File: src/rtl/uart_cmd_engine_pkg.sv
// Shared definitions for the UART command engine: opcode fields, FSM states, reply defaults.
// The optional UART_CMD_CHECKSUM_EN build adds a per-packet XOR check byte to writes.
package uart_cmd_engine_pkg;

  localparam logic [1:0] OP_READ  = 2'b00;
  localparam logic [1:0] OP_WRITE = 2'b01;
  localparam logic [7:0] PING_OP  = 8'h80;

  localparam logic [7:0] PING_REPLY_DEF = 8'hA5;
  localparam logic [7:0] ERR_REPLY_DEF  = 8'hEE;
  localparam logic [7:0] ACK_REPLY_DEF  = 8'h55;

  typedef enum logic [3:0] {
    S_IDLE,
    S_RD_STB,
    S_RD_CAP,
    S_RESP_LO,
    S_RESP_HI,
    S_WR_LO,
    S_WR_HI,
    S_WR_CHK,
    S_WR_STB,
    S_RESP_ACK,
    S_RESP_1
  } state_t;

  // Check byte of a write packet: XOR of command, data LSB and data MSB.
  function automatic logic [7:0] wr_chk(input logic [5:0] addr,
                                        input logic [7:0] lo,
                                        input logic [7:0] hi);
    return {OP_WRITE, addr} ^ lo ^ hi;
  endfunction

endpackage

File: src/rtl/uart_cmd_engine.sv
// Byte-stream command engine: parses read/write/ping packets from UART rx, drives the register
// bus and returns reply bytes on UART tx. Define UART_CMD_CHECKSUM_EN for 4-byte checked writes.
import uart_cmd_engine_pkg::*;

module uart_cmd_engine #(
  parameter int unsigned TIMEOUT_CYCLES = 48000000,
  parameter logic [7:0]  PING_REPLY     = PING_REPLY_DEF,
  parameter logic [7:0]  ERR_REPLY      = ERR_REPLY_DEF,
  parameter logic [7:0]  ACK_REPLY      = ACK_REPLY_DEF
) (
  input  logic        clk_48,
  input  logic        rst,
  input  logic [7:0]  rx_data,
  input  logic        rx_data_valid,
  output logic        rx_data_ready,
  output logic [7:0]  tx_data,
  output logic        tx_data_valid,
  input  logic        tx_data_ready,
  output logic [5:0]  reg_addr,
  output logic [15:0] reg_wdata,
  output logic        reg_we,
  output logic        reg_re,
  input  logic [15:0] reg_rdata,
  output logic        busy
);

  localparam int CNT_W = $clog2(TIMEOUT_CYCLES + 1);
  localparam logic [CNT_W-1:0] TMO_LAST = CNT_W'(TIMEOUT_CYCLES - 1);

  state_t            state_q, state_d;
  logic [CNT_W-1:0]  tmo_cnt;
  logic [15:0]       rdata_q;
  logic [7:0]        reply_q;
  logic              rx_fire, tx_fire, in_wr, tmo_hit;
  logic              tx_load, chk_ok;
  logic [7:0]        tx_byte;

  assign rx_fire = rx_data_valid && rx_data_ready;
  assign tx_fire = tx_data_valid && tx_data_ready;
  assign in_wr   = (state_q == S_WR_LO) || (state_q == S_WR_HI) || (state_q == S_WR_CHK);
  assign tmo_hit = in_wr && !rx_fire && (tmo_cnt == TMO_LAST);
  assign chk_ok  = (rx_data == wr_chk(reg_addr, reg_wdata[7:0], reg_wdata[15:8]));

  assign reg_re = (state_q == S_RD_STB);
  assign reg_we = (state_q == S_WR_STB);
  assign busy   = (state_q != S_IDLE);

  always_ff @(posedge clk_48) begin
    if (rst) state_q <= S_IDLE;
    else     state_q <= state_d;
  end

  // Reply states load the holding register once, then hold until the byte is taken.
  always_comb begin
    state_d       = state_q;
    rx_data_ready = 1'b0;
    tx_load       = 1'b0;
    tx_byte       = 8'h00;
    case (state_q)
      S_IDLE: begin
        rx_data_ready = 1'b1;
        if (rx_fire) begin
          if (rx_data[7:6] == OP_READ)       state_d = S_RD_STB;
          else if (rx_data[7:6] == OP_WRITE) state_d = S_WR_LO;
          else                               state_d = S_RESP_1;
        end
      end
      S_RD_STB: state_d = S_RD_CAP;
      S_RD_CAP: state_d = S_RESP_LO;
      S_RESP_LO: begin
        tx_load = !tx_data_valid;
        tx_byte = rdata_q[7:0];
        if (tx_fire) state_d = S_RESP_HI;
      end
      S_RESP_HI: begin
        tx_load = !tx_data_valid;
        tx_byte = rdata_q[15:8];
        if (tx_fire) state_d = S_IDLE;
      end
      S_WR_LO: begin
        rx_data_ready = 1'b1;
        if (tmo_hit)      state_d = S_IDLE;
        else if (rx_fire) state_d = S_WR_HI;
      end
      S_WR_HI: begin
        rx_data_ready = 1'b1;
        if (tmo_hit) state_d = S_IDLE;
        else if (rx_fire) begin
`ifdef UART_CMD_CHECKSUM_EN
          state_d = S_WR_CHK;
`else
          state_d = S_WR_STB;
`endif
        end
      end
      S_WR_CHK: begin
`ifdef UART_CMD_CHECKSUM_EN
        rx_data_ready = 1'b1;
        if (tmo_hit)      state_d = S_IDLE;
        else if (rx_fire) state_d = chk_ok ? S_WR_STB : S_RESP_1;
`else
        state_d = S_IDLE;
`endif
      end
      S_WR_STB: state_d = S_RESP_ACK;
      S_RESP_ACK: begin
        tx_load = !tx_data_valid;
        tx_byte = ACK_REPLY;
        if (tx_fire) state_d = S_IDLE;
      end
      S_RESP_1: begin
        tx_load = !tx_data_valid;
        tx_byte = reply_q;
        if (tx_fire) state_d = S_IDLE;
      end
      default: state_d = S_IDLE;
    endcase
  end

  always_ff @(posedge clk_48) begin
    if (rst) begin
      tmo_cnt       <= '0;
      reg_addr      <= '0;
      reg_wdata     <= '0;
      rdata_q       <= '0;
      reply_q       <= '0;
      tx_data       <= '0;
      tx_data_valid <= 1'b0;
    end else begin
      // Inter-byte idle timer: only meaningful while a write packet is open.
      if (rx_fire || !in_wr) tmo_cnt <= '0;
      else                   tmo_cnt <= tmo_cnt + CNT_W'(1);

      if (rx_fire) begin
        case (state_q)
          S_IDLE: begin
            reg_addr <= rx_data[5:0];
            reply_q  <= (rx_data == PING_OP) ? PING_REPLY : ERR_REPLY;
          end
          S_WR_LO:  reg_wdata[7:0]  <= rx_data;
          S_WR_HI:  reg_wdata[15:8] <= rx_data;
          S_WR_CHK: reply_q         <= ERR_REPLY;
          default: ;
        endcase
      end

      if (state_q == S_RD_CAP) rdata_q <= reg_rdata;

      if (tx_fire) begin
        tx_data_valid <= 1'b0;
      end else if (tx_load) begin
        tx_data       <= tx_byte;
        tx_data_valid <= 1'b1;
      end
    end
  end

endmodule
File: config.mk
export PLATFORM = sky130hd
export DESIGN_NAME = uart_cmd_engine
export DESIGN_NICKNAME = d
export VERILOG_FILES = /design/src/rtl/uart_cmd_engine_pkg.sv /design/src/rtl/uart_cmd_engine.sv
export SDC_FILE = /design/constraint.sdc
export NUM_CORES = 1
export LEC_CHECK = 0
export CAP_MARGIN = 40
export CORE_MARGIN = 5
export CORE_UTILIZATION = 56
export CTS_CLUSTER_DIAMETER = 80
export DETAILED_ROUTE_END_ITERATION = 8
export GPL_ROUTABILITY_DRIVEN = 0
export GPL_TIMING_DRIVEN = 0
export PLACE_DENSITY = 0.94
export SYNTH_ARGS = -nofsm -noshare
export SYNTH_HDL_FRONTEND = slang
export SYNTH_SLANG_ARGS = --single-unit
File: constraint.sdc
create_clock -name clk_48 -period 3.1 [get_ports clk_48]
set_input_delay 0.62 -clock clk_48 [delete_from_list [all_inputs] [get_ports clk_48]]
set_output_delay 0.62 -clock clk_48 [all_outputs]
set_load 0.005 [all_outputs]
==> flow_summary_export.csv, run 1 <==
group,metric,value,unit
die,floorplan.core_area,0.00599,mm²
timing,min_period,2.74,ns
clocking,cts_tree,"done",
layout,antenna-diode-count,0,
timing,post-route-period-util,0.885,
layout,design.final.nets,521,
setup_path,critical-path-max-stage-delay,0.52,ns
detailed_routing,drcViolationCount,0,
detailed_routing,detail_route.iter0.violations,401,
layout,count_of_fill_cells_added_during_filler_insertion,427,
run_status,outcome,"finished clean",
grt,pin_count_of_the_biggest_net_entering_global_routing,14,
setup_path,timing.critical_path.fanout_max,9,
die,die_height,89.0,µm
power,pwr_density_cell,714,mW/mm²
synthesis,synth-edff-count,0,
timing,fmaxAchievable,365,MHz
clocking,cts.hold.buffers_added,0,
synthesis,netlist_area,0.00349,mm²
clocking,clkTransAtPathRegs,0.07,ns
die,io_pins,63,
timing,worst-slew-pin-transition,0.673,ns
layout,finish.cell_count_without_fillers,572,
layout,areaGrowthSynthToFinish,26.1,%
synthesis,post_synth.cell_area_avg,8.32,µm²
setup_path,cpMaxStageDelayCell,"clkdlybuf4s50_1",
setup_path,r2r_cells,6,
layout,final_layout_size_suffix_gt1_frac,0.0543,
clocking,clkLatencyLatePin,0.35,ns
die,core.rowCount,28,
clocking,root_buffer,"clkbuf_8",
power,leakage,1.54,nW
synthesis,most_common_cell_in_the_synthesized_netlist,"dfxtp_1",
setup_path,critPathMostFrequentCell,"nor2_1",
setup_path,critical_path.endpoint,"reg_we",
timing,setup_tns_final,0,ns
detailed_routing,vias,3388,
synthesis,synthArstFlopShare,0,
power,vdd_drop_max,0.000448,V
clocking,max-clock-path-buffers,2,
flow_run,drv_cap,0,
timing,finClkSkew,0.00490,ns
grt,first_pass_grt_wire_length,14.7,mm
detailed_routing,detail_routed_via_count_per_cell,5.92,
clocking,cts_max_level,3,
setup_path,regToRegEndpoint,"tx_data[2]",
clocking,postCtsResizedCells,0,
synthesis,synthDominantAreaCellType,"dfxtp_1",
synthesis,synthCells,420,
synthesis,ys_top_cells_by_area,"dfxtp_1 (46%), nor2_1 (7.5%), nand2_1 (6.7%)",
power,total_power,3.14,mW
grt,antenna_found_initial,0,
synthesis,yosys_register_bits,80,
layout,finish.instance_area,0.00441,mm²
synthesis,synth.yosys.warnings,0,
die,fp.dieArea,0.00792,mm²
timing,setup_viol_count_final,0,
synthesis,yosysSeqAreaShare,0.458,
detailed_routing,antenna_violation_net_count_after_detailed_routing,0,
timing,worst_max_slew_margin_expressed_relative_to_the_limit,0.547,
die,die_width,89.0,µm
synthesis,synth_top_area_share,0.458,
setup_path,worstPathCellList,"buf_2 > nor2_1 > nand2_1 > nor2_1 > clkdlybuf4s50_1",
placed_design,placed_cells,556,
grt,grt_overflow,0,
setup_path,worstSetupEndpointType,"output pin",
detailed_routing,route.final.wire_length,9.03,mm
synthesis,synth_commonest_cells,"dfxtp_1 (80), nor2_1 (70), nand2_1 (62)",
clocking,clock-sinks,80,
synthesis,yosys_cell_types,46,
clocking,postCtsSetupBuffers,0,
synthesis,mappedNetlistNets,449,
clocking,numCtsBuffers,9,
placed_design,dp.final_hpwl,6.43,mm
timing,setup_repair_after_global_routing_missed_its_margin,"false",
grt,grt_pass1_vias,3246,
detailed_routing,drt-pass1-iter-count,6,
hold_path,timing.hold.worst.class,"reg -> reg",
grt,grt_usage,0.238,
timing,final-max-slew-violation-count,0,
synthesis,yosys_most_used_dff,"dfxtp_1",
placed_design,placement.cell_area,0.00420,mm²
setup_path,cp_data_required_time,2.48,ns
layout,post-route-util,0.735,
detailed_routing,routedWlPerCell,15.8,µm
timing,timing.final.hold_violations,0,
setup_path,timing.setup.critical_path_class,"reg -> out",
die,initial_utilization,0.583,
placed_design,port-buffer-count,61,
setup_path,worst_setup_path_startpoint,"state_q[0]",
setup_path,cp_arrival,2.12,ns
setup_path,reg_to_reg_setup_timing_slack,0.96,ns
setup_path,critPathLaunchType,"flip-flop",
setup_path,timing.rr.start,"state_q[2]",
-- cell type report --
type	count	area, µm²	share of cell area
clock buffer	11	151	0.0344
tap	75	93.8	0.0213
inverter	8	30.0	0.00682
multi-input combinational	309	1760	0.400
clock inverter	5	55.1	0.0125
sequential	80	1600	0.364
timing repair buffer	61	611	0.139
buffer	23	98.8	0.0224
-- metrics by stage --
stage | hold slack (ns) | setup WS, ns
after CTS | 0.447 | 0.386
after detailed placement | 0.437 | 0.419
after floorplan | 0.413 | 1.26
after global routing | 0.482 | 0.273
after global placement | 0.424 | 0.441
final | 0.442 | 0.358
-- placed cells by master, fill, tap and decap left out, types with 8 or more instances in the layout --
master and instances:
nand2_1 62, xor2_1 12, nor2_1 70, xnor2_1 12, inv_1 8, a21oi_1 31, clkbuf_8 11, nand3_1 14
a22oi_1 9, nand4_1 10, and3_1 8, mux2i_1 16, nor4_1 8, dfxtp_1 80, clkbuf_1 17, nor3_1 8
clkdlybuf4s50_1 61
-- worst min path at each step --
stage / end / from / cells past startpoint / slack, ns
2_1_floorplan: tmo_cnt[0] / tmo_cnt[0] / 1 / 0.41
3_3_place_gp: tmo_cnt[0] / tmo_cnt[0] / 1 / 0.42
3_5_place_dp: tmo_cnt[0] / tmo_cnt[0] / 1 / 0.44
4_1_cts: tmo_cnt[0] / tmo_cnt[0] / 1 / 0.45
5_1_grt: tmo_cnt[0] / tmo_cnt[0] / 1 / 0.48
6_report: tmo_cnt[0] / tmo_cnt[0] / 1 / 0.44
-- layer usage --
metal  part of all wire  track usage  vias to the layer above
li1                   -            -                     1604
met1               0.42        0.298                     1587
met2               0.46        0.375                      160
met3              0.087       0.0728                       37
met4              0.031        0.116                        0
met5                  0            0                        -
-- worst max-delay path: cells and delay by family (launching register included) --
kind	cells	cell delay (ns)
simple gates	3	0.78
flops	1	0.30
buf+inv	2	0.69
-- kinds of logic (layout without fill, tap and decap cells) --
logic type | count (synthesis) | after routing | synth area share
AOI/OAI and AO/OA | 64 | 64 | 0.120
muxes | 16 | 16 | 0.0458
and+or+nand+nor | 203 | 203 | 0.272
buffers and inverters | 31 | 108 | 0.0369
adders and majority gates | 2 | 2 | 0.00644
xor gates and xnor gates | 24 | 24 | 0.0601
DFF | 80 | 80 | 0.458
-- sequential cells by signal (all words and copies together) (netlist names) --
signal	count
reg_addr	6
tx_data	8
rdata_q	16
tmo_cnt	26
reply_q	3
state_q	4
tx_data_valid	1
reg_wdata	16
-- where the power goes --
group          internal [mW]  switching [mW]  leakage (nW)
clock network          0.413           0.371         0.101
registers               1.17          0.0893         0.648
logic                  0.486           0.611         0.787
Power figures use the tool's default switching activity.
==> inputs of run 2 (changes only) <==
--- a/config.mk
+++ b/config.mk
@@ -7,12 +7,12 @@
 export LEC_CHECK = 0
 export CAP_MARGIN = 40
 export CORE_MARGIN = 5
-export CORE_UTILIZATION = 56
+export CORE_UTILIZATION = 55
 export CTS_CLUSTER_DIAMETER = 80
 export DETAILED_ROUTE_END_ITERATION = 8
 export GPL_ROUTABILITY_DRIVEN = 0
 export GPL_TIMING_DRIVEN = 0
-export PLACE_DENSITY = 0.94
+export PLACE_DENSITY = 0.93
 export SYNTH_ARGS = -nofsm -noshare
 export SYNTH_HDL_FRONTEND = slang
 export SYNTH_SLANG_ARGS = --single-unit
==> flow_summary_export.csv, run 2 (synthesized netlist as in run 1, its figures left out) <==
group,metric,value,unit
timing,hold-worst-slack,0.441,ns
setup_path,timing.rr.start,"state_q[0]",
die,fp.dieArea,0.00805,mm²
clocking,postCtsSetupBuffers,0,
layout,areaGrowthSynthToFinish,26.7,%
die,floorplan.core_area,0.00628,mm²
timing,worst-slew-pin-transition,0.637,ns
die,core.rowCount,29,
setup_path,critical_path.n_buffers_inverters,2,
layout,finish.cell_count_without_fillers,574,
timing,setup_tns_final,0,ns
layout,final_layout_size_suffix_gt1_frac,0.0543,
setup_path,critical_path.endpoint,"reg_we",
grt,first_pass_grt_wire_length,14.9,mm
timing,final.setup.worst_slack,0.366,ns
timing,finClkSkew,0.00699,ns
setup_path,regToRegEndpoint,"reg_wdata[4]",
setup_path,timing.critical_path.max_delay_family,"simple AND/OR/NAND/NOR gates",
layout,finish.instance_area,0.00443,mm²
run_status,outcome,"finished clean",
die,initial_utilization,0.557,
detailed_routing,detail_route.iter0.violations,420,
setup_path,cp_data_required_time,2.48,ns
setup_path,worst_setup_path_startpoint,"state_q[0]",
timing,worst_max_slew_margin_expressed_relative_to_the_limit,0.571,
placed_design,dpl_worst_slack,0.406,ns
setup_path,reg_to_reg_setup_timing_slack,1.02,ns
placed_design,placement.cell_area,0.00420,mm²
grt,pin_count_of_the_biggest_net_entering_global_routing,16,
timing,min_period,2.73,ns
timing,post-route-period-util,0.882,
setup_path,worstPathCellList,"buf_2 > nor2_1 > nand2_1 > nor2_1 > clkdlybuf4s50_1",
clocking,clkTransAtPathRegs,0.08,ns
power,vdd_drop_max,0.000459,V
timing,setup_viol_count_final,0,
clocking,clock-sinks,80,
layout,design.final.nets,521,
die,die_height,89.7,µm
hold_path,timing.hold.worst.class,"reg -> reg",
grt,grt_overflow,0,
detailed_routing,detail_routed_via_count_per_cell,5.80,
clocking,cts.hold.buffers_added,0,
setup_path,critical-path-max-stage-delay,0.53,ns
setup_path,cp_arrival,2.11,ns
setup_path,critPathMostFrequentCell,"nor2_1",
setup_path,path_depth,5,
power,pwr_density_cell,730,mW/mm²
layout,largestRegisters,"tmo_cnt x26, rdata_q x16, reg_wdata x16",
detailed_routing,drcViolationCount,0,
timing,fmaxAchievable,366,MHz
setup_path,cpMaxStageDelayCell,"clkdlybuf4s50_1",
layout,most-common-layout-cells,"dfxtp_1 (80), nor2_1 (70), nand2_1 (62), clkdlybuf4s50_1 (61), a21oi_1 (31)",
clocking,cts_max_level,3,
detailed_routing,antenna_violation_net_count_after_detailed_routing,0,
setup_path,critPathLaunchType,"flip-flop",
layout,antenna-diode-count,0,
clocking,postCtsResizedCells,0,
setup_path,r2r_cells,5,
placed_design,dp.final_hpwl,6.35,mm
layout,post-route-util,0.705,
flow_run,drv_cap,0,
placed_design,port-buffer-count,61,
detailed_routing,routedWlPerCell,15.8,µm
die,die_width,89.7,µm
grt,grt_pass1_vias,3186,
power,leakage,1.55,nW
placed_design,placed_cells,558,
clocking,numCtsBuffers,9,
detailed_routing,route.final.wire_length,9.04,mm
timing,final-max-slew-violation-count,0,
die,io_pins,63,
layout,largest_register_ffs,26,
detailed_routing,drt-pass1-iter-count,5,
layout,count_of_fill_cells_added_during_filler_insertion,461,
clocking,cts_tree,"done",
layout,largest-register,"tmo_cnt",
power,total_power,3.23,mW
detailed_routing,vias,3331,
setup_path,timing.setup.critical_path_class,"reg -> out",
timing,setup_repair_after_global_routing_missed_its_margin,"false",
setup_path,worstSetupEndpointType,"output pin",
setup_path,timing.critical_path.fanout_max,9,
clocking,clkLatencyLatePin,0.36,ns
layout,mostFrequentLayoutCell,"dfxtp_1",
grt,antenna_found_initial,0,
timing,timing.final.hold_violations,0,
clocking,max-clock-path-buffers,2,
grt,grt_usage,0.223,
clocking,root_buffer,"clkbuf_8",
-- run 2: cell count changes in the layout (fill, tap and decap cells not counted) --
cell        change
clkinvlp_4      -1
clkbuf_8        -2
bufinv_16       +1
clkinv_2        -2
clkinv_4        +1
inv_6           +3
-- run 2: layout make-up --
class / count / area (µm²) / area share
multi-input combinational: 309 / 1760 / 0.398
sequential: 80 / 1600 / 0.362
timing repair buffer: 61 / 611 / 0.138
clock buffer: 9 / 124 / 0.0280
clock inverter: 7 / 103 / 0.0232
buffer: 23 / 98.8 / 0.0223
tap: 77 / 96.3 / 0.0218
inverter: 8 / 30.0 / 0.00678
-- run 2: worst min path at each step --
| stage | slack [ns] | cells past startpoint | to | from |
|---|---|---|---|---|
| 2_1_floorplan | 0.41 | 1 | tmo_cnt[0] | tmo_cnt[0] |
| 3_3_place_gp | 0.43 | 1 | tmo_cnt[0] | tmo_cnt[0] |
| 3_5_place_dp | 0.43 | 1 | tmo_cnt[0] | tmo_cnt[0] |
| 4_1_cts | 0.44 | 1 | tmo_cnt[0] | tmo_cnt[0] |
| 5_1_grt | 0.47 | 1 | tmo_cnt[0] | tmo_cnt[0] |
| 6_report | 0.44 | 1 | tmo_cnt[0] | tmo_cnt[0] |
-- run 2: per-layer routing --
| metal | track usage | up-vias | share of wire |
|---|---|---|---|
| li1 | - | 1594 | - |
| met1 | 0.282 | 1548 | 0.42 |
| met2 | 0.352 | 162 | 0.46 |
| met3 | 0.0810 | 27 | 0.10 |
| met4 | 0.0743 | 0 | 0.021 |
| met5 | 0 | - | 0 |
-- run 2: report_power, final --
group	leakage, nW	switching (mW)	internal (mW)
logic	0.787	0.607	0.487
registers	0.648	0.0857	1.17
clock network	0.111	0.417	0.463
==> inputs of run 3 (changes only) <==
--- a/config.mk
+++ b/config.mk
@@ -5,6 +5,7 @@
 export SDC_FILE = /design/constraint.sdc
 export NUM_CORES = 1
 export LEC_CHECK = 0
+export ABC_CLOCK_PERIOD_IN_PS = 3100
 export CAP_MARGIN = 40
 export CORE_MARGIN = 5
 export CORE_UTILIZATION = 55
==> results of run 3 <==
No change in the layout: final DEF, timing and power equal those of run 2.
